==> config.mk <==
export PLATFORM = sky130hd
export DESIGN_NAME = irq_sequencer_flat
export DESIGN_NICKNAME = d
export VERILOG_FILES = /design/src/rtl/irq_sequencer_pkg.sv /design/src/rtl/irq_sequencer_if.sv /design/src/rtl/irq_sync_edge.sv /design/src/rtl/irq_sequencer.sv /design/src/flat_wrapper.sv
export SDC_FILE = /design/constraint.sdc
export NUM_CORES = 1
export LEC_CHECK = 0
export CORE_MARGIN = 2
export CORE_UTILIZATION = 40
export DETAILED_ROUTE_END_ITERATION = 12
export DONT_BUFFER_PORTS = 1
export HOLD_SLACK_MARGIN = 0.15
export PLACE_DENSITY = 0.62
export SETUP_SLACK_MARGIN = 0.02
export SYNTH_ARGS = -nofsm -noshare
export SYNTH_HDL_FRONTEND = slang
export SYNTH_SLANG_ARGS = --single-unit
==> constraint.sdc <==
create_clock -name clk -period 5 [get_ports clk]
set_input_delay 0 -clock clk [delete_from_list [all_inputs] [get_ports clk]]
set_output_delay 0 -clock clk [all_outputs]
set_load 0.01 [all_outputs]
==> src/rtl/irq_sequencer_pkg.sv <==
// Shared encodings for the interrupt sequencer: FSM states, next-PC select codes,
// the default vector base and the handler-address helper.
package irq_sequencer_pkg;

    typedef enum logic [1:0] {
        ST_IDLE    = 2'd0,
        ST_TAKE    = 2'd1,
        ST_SERVICE = 2'd2,
        ST_RETURN  = 2'd3
    } irq_state_e;

    localparam logic [2:0] NPC_PLUS4  = 3'b000;
    localparam logic [2:0] NPC_BRANCH = 3'b001;
    localparam logic [2:0] NPC_JUMP   = 3'b010;
    localparam logic [2:0] NPC_JALR   = 3'b011;
    localparam logic [2:0] NPC_INT    = 3'b101;
    localparam logic [2:0] NPC_EPC    = 3'b110;

    localparam logic [31:0] IRQ_VEC_BASE = 32'h0000_0100;

    // Handler address; 32-bit result so the sum wraps modulo 2^32.
    function automatic logic [31:0] vec_addr(input logic [31:0] base,
                                             input logic [31:0] stride,
                                             input logic [2:0]  id);
        return base + 32'(id) * stride;
    endfunction

endpackage

==> src/rtl/irq_sequencer_if.sv <==
// Pipeline-side bundle of the interrupt sequencer; mask write port present only
// when IRQ_MASK_EN is defined.
interface irq_sequencer_if #(
    parameter int NUM_IRQ = 4
);
    logic [NUM_IRQ-1:0] irq;
    logic               int_finished;
    logic               id_valid;
    logic [31:0]        id_pc;
    logic               pipe_stall;
    logic               int_flush;
    logic               npc_int;
    logic               npc_epc;
    logic [31:0]        int_vector;
    logic [31:0]        epc;
    logic               in_service;
    logic [2:0]         active_id;
    logic [NUM_IRQ-1:0] pending;
`ifdef IRQ_MASK_EN
    logic               mask_we;
    logic [NUM_IRQ-1:0] mask_wdata;

    modport master (
        output irq, int_finished, id_valid, id_pc, pipe_stall, mask_we, mask_wdata,
        input  int_flush, npc_int, npc_epc, int_vector, epc, in_service, active_id, pending
    );
    modport slave (
        input  irq, int_finished, id_valid, id_pc, pipe_stall, mask_we, mask_wdata,
        output int_flush, npc_int, npc_epc, int_vector, epc, in_service, active_id, pending
    );
`else
    modport master (
        output irq, int_finished, id_valid, id_pc, pipe_stall,
        input  int_flush, npc_int, npc_epc, int_vector, epc, in_service, active_id, pending
    );
    modport slave (
        input  irq, int_finished, id_valid, id_pc, pipe_stall,
        output int_flush, npc_int, npc_epc, int_vector, epc, in_service, active_id, pending
    );
`endif
endinterface

==> src/rtl/irq_sync_edge.sv <==
// One interrupt line: 2-flop synchronizer followed by a rising-edge detector.
// Detection is held off until the history flop holds a real post-reset sample.
module irq_sync_edge (
    input  logic clk,
    input  logic rstn,
    input  logic line,
    output logic rise
);
    logic       sync_p0;
    logic       sync_p1;
    logic       hist_p2;
    logic [2:0] arm;

    always_ff @(posedge clk or negedge rstn) begin
        if (!rstn) begin
            sync_p0 <= 1'b0;
            sync_p1 <= 1'b0;
            hist_p2 <= 1'b0;
            arm     <= 3'b000;
        end else begin
            sync_p0 <= line;
            sync_p1 <= sync_p0;
            hist_p2 <= sync_p1;
            arm     <= {arm[1:0], 1'b1};
        end
    end

    // A line already high at reset release never looks like a fresh edge.
    assign rise = sync_p1 & ~hist_p2 & arm[2];

endmodule

==> src/rtl/irq_sequencer.sv <==
// Interrupt sequencer: latches edge-detected lines, takes the lowest pending one,
// redirects the pipeline to its vector and back to epc on mret. Option: IRQ_MASK_EN.
module irq_sequencer
    import irq_sequencer_pkg::*;
#(
    parameter int          NUM_IRQ    = 4,
    parameter logic [31:0] VEC_BASE   = IRQ_VEC_BASE,
    parameter logic [31:0] VEC_STRIDE = 32'h4
) (
    input logic            clk,
    input logic            rstn,
    irq_sequencer_if.slave bus
);
    logic [NUM_IRQ-1:0] rise;
    logic [NUM_IRQ-1:0] pending_q;
    logic [NUM_IRQ-1:0] enabled;
    logic [NUM_IRQ-1:0] clear_vec;
    logic               winner_found;
    logic [2:0]         winner_id;
    logic               take;
    irq_state_e         state_q;
    irq_state_e         state_d;
    logic [31:0]        epc_q;
    logic [2:0]         active_id_q;
    logic [2:0]         npc_code;

    for (genvar g = 0; g < NUM_IRQ; g++) begin : g_line
        irq_sync_edge u_sync (
            .clk  (clk),
            .rstn (rstn),
            .line (bus.irq[g]),
            .rise (rise[g])
        );
    end

`ifdef IRQ_MASK_EN
    logic [NUM_IRQ-1:0] mask_q;

    always_ff @(posedge clk or negedge rstn) begin
        if (!rstn)            mask_q <= '1;
        else if (bus.mask_we) mask_q <= bus.mask_wdata;
    end

    // Masked lines keep their pending bit; they just do not compete.
    assign enabled = pending_q & mask_q;
`else
    assign enabled = pending_q;
`endif

    always_comb begin
        winner_found = 1'b0;
        winner_id    = 3'd0;
        for (int i = NUM_IRQ - 1; i >= 0; i--) begin
            if (enabled[i]) begin
                winner_found = 1'b1;
                winner_id    = 3'(i);
            end
        end
    end

    assign take = (state_q == ST_IDLE) && winner_found && bus.id_valid && !bus.pipe_stall;

    always_comb begin
        clear_vec = '0;
        for (int i = 0; i < NUM_IRQ; i++) begin
            if (take && (winner_id == 3'(i))) clear_vec[i] = 1'b1;
        end
    end

    // A fresh edge on the winner in its clear cycle re-arms it (set wins).
    always_ff @(posedge clk or negedge rstn) begin
        if (!rstn) begin
            pending_q   <= '0;
            epc_q       <= '0;
            active_id_q <= '0;
        end else begin
            pending_q <= (pending_q & ~clear_vec) | rise;
            if (take) begin
                epc_q       <= bus.id_pc;
                active_id_q <= winner_id;
            end
        end
    end

    always_ff @(posedge clk or negedge rstn) begin
        if (!rstn) state_q <= ST_IDLE;
        else       state_q <= state_d;
    end

    always_comb begin
        state_d = state_q;
        case (state_q)
            ST_IDLE:    if (take) state_d = ST_TAKE;
            ST_TAKE:    state_d = ST_SERVICE;
            ST_SERVICE: if (bus.int_finished && !bus.pipe_stall) state_d = ST_RETURN;
            ST_RETURN:  state_d = ST_IDLE;
            default:    state_d = ST_IDLE;
        endcase
    end

    always_comb begin
        npc_code = NPC_PLUS4;
        case (state_q)
            ST_TAKE:   npc_code = NPC_INT;
            ST_RETURN: npc_code = NPC_EPC;
            default:   npc_code = NPC_PLUS4;
        endcase
        bus.npc_int    = (npc_code == NPC_INT);
        bus.npc_epc    = (npc_code == NPC_EPC);
        bus.int_flush  = (npc_code == NPC_INT) || (npc_code == NPC_EPC);
        bus.in_service = (state_q != ST_IDLE);
    end

    assign bus.int_vector = vec_addr(VEC_BASE, VEC_STRIDE, active_id_q);
    assign bus.epc        = epc_q;
    assign bus.active_id  = active_id_q;
    assign bus.pending    = pending_q;

endmodule

==> src/flat_wrapper.sv <==
// flat-port wrapper written by rule: the top's interface ports become plain ports
module irq_sequencer_flat import irq_sequencer_pkg::*;
#(
    parameter int          NUM_IRQ    = 4,
    parameter logic [31:0] VEC_BASE   = IRQ_VEC_BASE,
    parameter logic [31:0] VEC_STRIDE = 32'h4
)
  (clk, rstn, bus_irq, bus_int_finished, bus_id_valid, bus_id_pc, bus_pipe_stall, bus_int_flush, bus_npc_int, bus_npc_epc, bus_int_vector, bus_epc, bus_in_service, bus_active_id, bus_pending);
  irq_sequencer_if #(.NUM_IRQ(NUM_IRQ)) bus_i ();
  input logic clk;
  input logic rstn;
  input wire logic [$bits(bus_i.irq)-1:0] bus_irq;
  input wire logic [$bits(bus_i.int_finished)-1:0] bus_int_finished;
  input wire logic [$bits(bus_i.id_valid)-1:0] bus_id_valid;
  input wire logic [$bits(bus_i.id_pc)-1:0] bus_id_pc;
  input wire logic [$bits(bus_i.pipe_stall)-1:0] bus_pipe_stall;
  output wire logic [$bits(bus_i.int_flush)-1:0] bus_int_flush;
  output wire logic [$bits(bus_i.npc_int)-1:0] bus_npc_int;
  output wire logic [$bits(bus_i.npc_epc)-1:0] bus_npc_epc;
  output wire logic [$bits(bus_i.int_vector)-1:0] bus_int_vector;
  output wire logic [$bits(bus_i.epc)-1:0] bus_epc;
  output wire logic [$bits(bus_i.in_service)-1:0] bus_in_service;
  output wire logic [$bits(bus_i.active_id)-1:0] bus_active_id;
  output wire logic [$bits(bus_i.pending)-1:0] bus_pending;
  assign bus_i.irq = bus_irq;
  assign bus_i.int_finished = bus_int_finished;
  assign bus_i.id_valid = bus_id_valid;
  assign bus_i.id_pc = bus_id_pc;
  assign bus_i.pipe_stall = bus_pipe_stall;
  assign bus_int_flush = bus_i.int_flush;
  assign bus_npc_int = bus_i.npc_int;
  assign bus_npc_epc = bus_i.npc_epc;
  assign bus_int_vector = bus_i.int_vector;
  assign bus_epc = bus_i.epc;
  assign bus_in_service = bus_i.in_service;
  assign bus_active_id = bus_i.active_id;
  assign bus_pending = bus_i.pending;
  irq_sequencer #(.NUM_IRQ(NUM_IRQ), .VEC_BASE(VEC_BASE), .VEC_STRIDE(VEC_STRIDE)) u_core (.clk(clk), .rstn(rstn), .bus(bus_i));
endmodule
==> results_dict.tcl <==
set metrics [dict create \
    status "finished clean" \
    die_y_um 82.2 \
    dpl.hpwl_um 2820 \
    vias 1274 \
    path_depth 6 \
    synth_xor_area_share_pct 0 \
    numPortBuffers 0 \
    avgSynthCellArea_um2 14.8 \
    worstPathRequired_ns 5.19 \
    nFillCells 503 \
    post_cts_buffers 0 \
    vias_per_cell 4.49 \
    synth_area_um2 2450 \
    grt_overflow 0 \
    core_um2 5920 \
    fin_setup_tns_ns 0 \
    grtUsageTotal_pct 12.5 \
    synth_fa_ha_area_share_pct 2.55 \
    slowest_delay_ns 0.67 \
    die-width_um 82.2 \
    p_total_uw 1480 \
    finClkSkew_ns 0.00440 \
    start_kind "register" \
    fin_util_pct 49.1 \
    setup.worst_path.class "reg2reg" \
    fin_crit_ns 2.31 \
    stdcell_area_um2 2910 \
    cp-endpoint "u_core.bus.pending[1]" \
    leakagePower_uw 0.00136 \
    muxShareOfSynthArea_pct 19.8 \
    start_util_pct 41.4 \
    fin_crit_sh_pct 46.3 \
    slew_headroom_pct 63.2 \
    r2r_cells 6 \
    synth-seq-area-share_pct 56.2 \
    ys_ff_latch 55 \
    synth_top_family_by_area "multiplexers" \
    rsz0062_at_grt "false" \
    cp_num_buf_inv 2 \
    crit_chain "inv_1, ha_1, nand3b_4, dlygate4sd3_1, or2_2, a32o_1" \
    final_cell_mix "dfrtp_1 (55), dlygate4sd3_1 (41), conb_1 (32)" \
    vdd_drop_max_v 0.000287 \
    cts_max_level 2 \
    numCtsBuffers 5 \
    drt_iter0_drc 61 \
    layout.nets 255 \
    rr_endpoint "u_core.bus.pending[1]" \
    place_area_um2 2380 \
    drive_gt1_share_pct 23.0 \
    clk_latency_ns 0.29 \
    synth-simple-area-share_pct 4.75 \
    rrSetupSlack_ns 2.69 \
    power_density_nw_per_um2 510 \
    postCtsHoldBufs 42 \
    rr_startpoint "u_core.state_q[0]" \
    rows 28 \
    slowest_stage "dlygate4sd3_1" \
    setup.worst_path.end_class "register" \
    tightest_slew_ns 0.552 \
    gp_congestion 0.618 \
    synth_cell_types 26 \
    syn_to_final_growth_pct 18.7 \
    synth_compound_area_share_pct 3.83 \
    final-seq-area_um2 1380 \
    clock-sinks 55 \
    grt_pass1_wl_um 6180 \
    first_pass_iters 3 \
    drv_cap 0 \
    die_area_um2 6760 \
    multi_input_area_um2 877 \
    arrival_ns 2.50 \
    hold_violations 0 \
    crit_start "u_core.state_q[0]" \
    finalSetupViolCount 0 \
    finalMaxSlewViolations 0 \
    ios 116 \
    cts_resized 0 \
    hold_path.class "in2async" \
    path_delay_family "buffers and inverters" \
    netlist_instances 165 \
    clockBufferDepth 2 \
    drcViolationCount 0 \
    ys.warnings.count 0 \
    postRouteAntennaNets 0 \
    diodes 0 \
    drt_wl_total_um 4220 \
    grt_pass1_vias 1269 \
    wire_per_inst_um 14.8 \
    path_clk_slew_ns 0.09 \
    antenna_found_initial 0 \
    crit_fanout 7 \
    cts_tree "done" \
    grt_max_degree 56 \
    clockRootBuffer "clkbuf_8" \
    max_freq_mhz 432 \
    final_common_cell "dfrtp_1" \
]
==> how the worst min path moves through the flow <==
stage	depth (start not counted)	from	slack, ns	to
global placement	0	rstn	-0.29	u_core.g_line[3].u_sync.sync_p0
finish	2	rstn	0.24	u_core.g_line[0].u_sync.hist_p2
CTS	2	rstn	0.23	u_core.bus.epc[20]
detailed placement	0	rstn	-0.29	u_core.bus.epc[28]
global route	1	bus_irq[1]	0.24	u_core.g_line[1].u_sync.sync_p0
floorplan	0	rstn	-0.30	u_core.bus.active_id[0]
==> worst reg2reg max path, cell delays in order (launching register included) <==
cell	delay, ns
dfrtp_1	0.43
inv_1	0.12
ha_1	0.32
nand3b_4	0.14
dlygate4sd3_1	0.67
or2_2	0.32
a32o_1	0.21
==> synthesized netlist by cell type (all sizes together) <==
library cell   n  area [um^2]
dfrtp         55         1380
buf           36          282
mux2          33          484
inv            7         26.3
ha             5         62.6
nor2           5         26.3
nand2          3         11.3
a32o           2         20.0
conb           2         7.51
nand3b         2         27.5
nor2b          2         12.5
o22ai          2         12.5
or2            2         12.5
a2111oi        1         15.0
a22oi          1         7.51
a2bb2oi        1         8.76
nor3           1         5.00
nor4           1         21.3
o21a           1         7.51
o21ai          1         5.00
o22a           1         8.76
o41ai          1         8.76
==> layout make-up <==
cell class	instances	share of cell area, %
clock buffers	6	2.84
clock inverters	1	0.172
inverters	7	0.904
multi-input cells	97	30.2
flip-flops and latches	55	47.4
well taps	75	3.23
repair buffers	43	15.3
==> state kept, by name, summed over array words and instances, names as in the netlist <==
signal	flops
u_core.g_line.u_sync.sync_p1	4
u_core.bus.active_id	2
u_core.bus.epc	32
u_core.g_line.u_sync.hist_p2	4
u_core.g_line.u_sync.arm	3
u_core.g_line.u_sync.sync_p0	4
u_core.state_q	2
u_core.bus.pending	4
==> cell families after synthesis <==
logic type	after synthesis
multiplexers	33
AO/OA/AOI/OAI	11
other	2
flip-flops	55
AND/OR/NAND/NOR	16
buffers and inverters	43
adder cells (fa/ha/maj)	5
==> stage by stage <==
| stage | hold slack [ns] | setup slack, ns | instances |
|---|---|---|---|
| floorplan | -0.296 | 3.26 | 195 |
| global placement | -0.294 | 2.96 | 235 |
| detailed placement | -0.294 | 2.83 | 235 |
| CTS | 0.226 | 2.68 | 284 |
| global route | 0.244 | 2.58 | 284 |
| finish | 0.237 | 2.69 | 284 |
==> metal layers <==
layer	share of wire, %	track usage [%]
met4	0.90	4.50
met2	51	19.5
met3	9.2	5.22
met5	0	0
met1	39	15.6
==> where the power goes <==
part           switching [uW]  internal (uW)  total (uW)
combinational             148            271         419
sequential                220            607         827
clock                     129            109         238
total                     496            987        1480
(Power assumes the default switching activity.)
